===== src/rtl/timbre_voice_scheduler.sv =====
// timbre_voice_scheduler: time-shares one timbre lookup across voices and mixes one saturated sample per tick
module timbre_voice_scheduler #(
  parameter int NUM_VOICES = 4,
  parameter int PHASE_W    = 24
) (
  input  logic                      i_clk,
  input  logic                      i_rst,
  input  logic                      i_sample_tick,
  input  logic                      i_key_valid,
  output logic                      o_key_ready,
  input  logic                      i_key_on,
  input  logic [6:0]                i_key_id,
  input  logic [PHASE_W-1:0]        i_key_inc,
  output logic [5:0]                o_ramp,
  input  logic signed [15:0]        i_timbre,
  output logic signed [15:0]        o_sample,
  output logic                      o_sample_valid,
  output logic [NUM_VOICES-1:0]     o_voice_active,
  output logic                      o_drop,
  output logic                      o_overrun
);
  localparam int KW = $clog2(NUM_VOICES);
  localparam int AW = 16 + KW;
  typedef enum logic [1:0] {IDLE, SCAN, OUT} state_t;
  state_t state;
  logic [KW-1:0] k;
  logic signed [AW-1:0] acc, acc_next;
  logic signed [15:0] sat;
  logic [PHASE_W-1:0] phase [NUM_VOICES];
  logic [PHASE_W-1:0] inc [NUM_VOICES];
  logic [6:0] key [NUM_VOICES];
  logic hit, free, accept;
  logic [KW-1:0] hit_v, free_v;
  // Descending scan so the lowest-index match/free voice wins
  always_comb begin
    hit = 1'b0;
    free = 1'b0;
    hit_v = '0;
    free_v = '0;
    for (int i = NUM_VOICES - 1; i >= 0; i--) begin
      if (o_voice_active[i] && key[i] == i_key_id) begin
        hit = 1'b1;
        hit_v = KW'(i);
      end
      if (!o_voice_active[i]) begin
        free = 1'b1;
        free_v = KW'(i);
      end
    end
  end
  assign accept = i_key_valid && o_key_ready;
  assign o_ramp = state == SCAN ? phase[k][PHASE_W-1 -: 6] : 6'd0;
  assign acc_next = acc + (o_voice_active[k] ? {{KW{i_timbre[15]}}, i_timbre} : '0);
  assign sat = acc_next > AW'(32767) ? 16'sh7FFF : acc_next < AW'(-32768) ? 16'sh8000 : acc_next[15:0];
  always_ff @(posedge i_clk) begin
    if (i_rst) begin
      state <= IDLE;
      k <= '0;
      acc <= '0;
      o_key_ready <= 1'b1;
      o_sample <= '0;
      o_sample_valid <= 1'b0;
      o_voice_active <= '0;
      o_drop <= 1'b0;
      o_overrun <= 1'b0;
      for (int i = 0; i < NUM_VOICES; i++) begin
        phase[i] <= '0;
        inc[i] <= '0;
        key[i] <= '0;
      end
    end else begin
      o_sample_valid <= 1'b0;
      o_drop <= 1'b0;
      o_overrun <= i_sample_tick && state != IDLE;
      case (state)
        IDLE: begin
          if (accept && i_key_on && hit) begin
            phase[hit_v] <= '0;
            inc[hit_v] <= i_key_inc;
          end else if (accept && i_key_on && free) begin
            o_voice_active[free_v] <= 1'b1;
            key[free_v] <= i_key_id;
            inc[free_v] <= i_key_inc;
            phase[free_v] <= '0;
          end else if (accept && i_key_on) begin
            o_drop <= 1'b1;
          end else if (accept && hit) begin
            o_voice_active[hit_v] <= 1'b0;
            phase[hit_v] <= '0;
          end
          if (i_sample_tick) begin
            state <= SCAN;
            k <= '0;
            acc <= '0;
            o_key_ready <= 1'b0;
          end
        end
        SCAN: begin
          acc <= acc_next;
          if (o_voice_active[k]) phase[k] <= phase[k] + inc[k];
          if (k == KW'(NUM_VOICES - 1)) begin
            state <= OUT;
            o_sample <= sat;
            o_sample_valid <= 1'b1;
          end else begin
            k <= k + 1'b1;
          end
        end
        default: begin
          state <= IDLE;
          o_key_ready <= 1'b1;
        end
      endcase
    end
  end
endmodule

===== config.mk =====
export PLATFORM = sky130hd
export DESIGN_NAME = timbre_voice_scheduler
export DESIGN_NICKNAME = d
export VERILOG_FILES = /design/src/rtl/timbre_voice_scheduler.sv
export SDC_FILE = /design/constraint.sdc
export NUM_CORES = 1
export LEC_CHECK = 0
export ABC_AREA = 1
export CORE_ASPECT_RATIO = 0.75
export CORE_MARGIN = 5
export CORE_UTILIZATION = 50
export DETAILED_ROUTE_END_ITERATION = 16
export GPL_ROUTABILITY_DRIVEN = 0
export HOLD_SLACK_MARGIN = 0.12
export PLACE_DENSITY = 0.69
export RECOVER_POWER = 100
export SYNTH_ARGS = -nofsm -noshare
export SYNTH_HDL_FRONTEND = slang
export SYNTH_SLANG_ARGS = --single-unit

===== constraint.sdc =====
create_clock -name i_clk -period 3.6 [get_ports i_clk]
set_input_delay 0.54 -clock i_clk [delete_from_list [all_inputs] [get_ports i_clk]]
set_output_delay 0.54 -clock i_clk [all_outputs]
set_load 0.1 [all_outputs]

==> impl_metrics.toml <==
[floorplanning]
dieWidth_um = 206.1
initial_core_util_pct = 51.05
fp.dieH_um = 157.1
die-area_um2 = 32370
num_rows = 53
pin_count = 82
core-area_um2 = 28250

[global_routing]
grt_antenna_before_repair = 1
grt-ovfl-total = 0
grt_max_degree = 97
track_usage_pct = 22.86
grt_pass1_wl_um = 59040
grt_pass1_vias = 10890

[timing]
hold_viol = 0
rsz0062_at_grt = "false"
fin_crit_ns = 3.494
setup_tns_ns = 0
worst_clock_skew_ns = 0.01140
hold_ws_ns = 0.4776
max-slew-margin-rel_pct = 32.25
fmax_mhz = 286.2
slew_violations = 0
period_share_pct = 97.06
tightest_slew_ns = 1.013
finalSetupViolCount = 0

[synth]
ys_seq_area_share_pct = 52.48
synth.most_common_cell = "nor2_1"
postSynthAreaPerCell_um2 = 8.568
ys_warn_count = 0
yosys.area.top_type = "edfxtp_1"
yosys-top-cells-count = "nor2_1, nand2_1, edfxtp_1"
synth_cells = 1683
ys_types = 51
synth_top_cells_by_area = "edfxtp_1, nor2_1, nand2_1"
synth_top_area_share_pct = 45.81
syn_area_um2 = 14420
synth-main-ff-cell = "edfxtp_1"
syn-num-nets = 1778
ys_ff_latch = 268
synthArstFlopShare_pct = 0
synth_edf_count = 220

[detailed_routing]
first_pass_iters = 6
wl_um = 37760
vias = 11700
vias_per_cell = 5.379
drc_errors = 0
first_iter_violations = 1231
ant_nets = 0
wl_per_cell_um = 17.36

[hold_path]
min_path_type = "reg -> reg"

[clocking]
cts_max_level = 1
cts_buffers = 27
clock_path_buffers = 3
cts_tree = "done"
clkLatencyLatePin_ns = 0.54
clock_sinks = 268
cts-root-buf = "clkbuf_16"
clkTransAtPathRegs_ns = 0.07

[setup_path]
cp_max_fo = 18
r2r_slack_ns = 0.11
end_kind = "flip-flop"
critPathRequiredTime_ns = 3.87
critical_path_class = "reg -> reg"
arrival_ns = 3.77
critical_path.startpoint_type = "flip-flop"

[flow_run]
max-cap-violations = 0

[pwr]
p_per_area_nw_per_um2 = 464.1
power.total_mw = 7.639
leakage_nw = 7.005
vdd_drop_max_mv = 0.3722

[place]
hpwl_um = 24690
portBuffers = 81

[final_layout]
area_growth_pct = 14.13
finalNetCount = 1865
fillers = 2543
drive_gt1_share_pct = 6.149

[run_status]
outcome = "complete, no violations"
==> flip-flops by register name, indices dropped and copies added, names as in the netlist, 2 cells and up, named ones only <==
name / cells
phase: 96
k: 2
acc: 18
state: 2
inc: 96
o_sample: 16
o_voice_active: 4
key: 28
==> layer usage <==
layer / track usage [%] / vias to the layer above / routed length [µm]
met5: 0 / - / 0
met4: 5.225 / 0 / 796
met3: 4.161 / 49 / 3258
met2: 33.52 / 446 / 15850
met1: 35.38 / 5403 / 17860
li1: - / 5801 / -
==> path summary, 6_finish.rpt <==
path,depth (start not counted),to,from
setup reg to reg,13,phase[0][20]$_SDFFCE_PN0P_,flip-flop
hold reg to reg,2,acc[14]$_SDFFE_PP0P_,acc[14]$_SDFFE_PP0P_
hold / removal,2,acc[14]$_SDFFE_PP0P_,acc[14]$_SDFFE_PP0P_
setup / recovery,13,phase[0][20]$_SDFFCE_PN0P_,flip-flop
==> repair_timing <==
action	4_1_cts	5_1_grt
hold buffers	0	0
setup endpoints to repair	0	9
setup buffers	0	0
resized for setup	0	6
==> per-stage QoR <==
stage	setup WS, ns	cell area (µm²)	cells	utilization [%]
2_1_floorplan	0.01525	14420	1683	-
5_1_grt	0.003005	16460	2175	58.26
3_5_place_dp	0.2134	15890	2125	56.24
4_1_cts	0.2952	16780	2173	59.42
3_3_place_gp	0.2606	15890	2125	56.24
6_report	0.1058	16460	2175	58.26
==> final cells by class <==
cell class / count / area [µm²] / share of cell area, %
clock inverters: 15 / 200.2 / 1.216
well taps: 385 / 481.7 / 2.927
diodes: 1 / 2.502 / 0.01520
inverters: 172 / 655.6 / 3.984
clock buffers: 33 / 698.2 / 4.242
repair buffers: 118 / 1137 / 6.910
flip-flops and latches: 268 / 7570 / 45.99
multi-input cells: 1183 / 5713 / 34.71
==> cell usage in the layout, fill, tap and decap left out, drive strengths merged, types with 9 or more instances in the layout <==
| cell | instances |
|---|---|
| nand4 | 18 |
| nor2 | 387 |
| nand3 | 54 |
| ha | 41 |
| inv | 169 |
| a21oi | 80 |
| xor2 | 11 |
| nor3 | 9 |
| dfxtp | 48 |
| buf | 24 |
| dlygate4sd3 | 26 |
| o21ai | 136 |
| clkbuf | 52 |
| o22ai | 41 |
| nor4 | 9 |
| nand2 | 344 |
| clkdlybuf4s50 | 49 |
| edfxtp | 220 |
==> kinds of logic (layout without fill, tap and decap cells) <==
group / after synthesis / after routing / share of synthesized area [%]
AO/OA/AOI/OAI: 286 / 286 / 11.05
AND/OR/NAND/NOR: 837 / 837 / 25.02
adder cells (fa/ha/maj): 43 / 43 / 3.835
XOR/XNOR: 17 / 17 / 1.033
other: 0 / 1 / 0
flip-flops: 268 / 268 / 52.48
buffers and inverters: 232 / 338 / 6.586
==> where the power goes <==
group / leakage, nW / internal (mW) / switching, mW
clock: 0.424 / 1.73 / 1.19
combinational: 3.92 / 0.379 / 0.805
sequential: 2.66 / 3.49 / 0.0465
==> worst max-delay path: stages (launching register included) <==
cell        delay [ns]
dfxtp_1           0.38
clkinvlp_4        0.25
buf_4             0.30
buf_4             0.20
o21ai_0           0.11
o22ai_1           0.13
ha_1              0.41
nand2_1           0.14
nor4_1            0.55
nand4_1           0.27
nand3_1           0.20
nand2_1           0.07
nand3_1           0.14
nor2_1            0.06
Note: power is estimated with default switching activity, not from simulation.
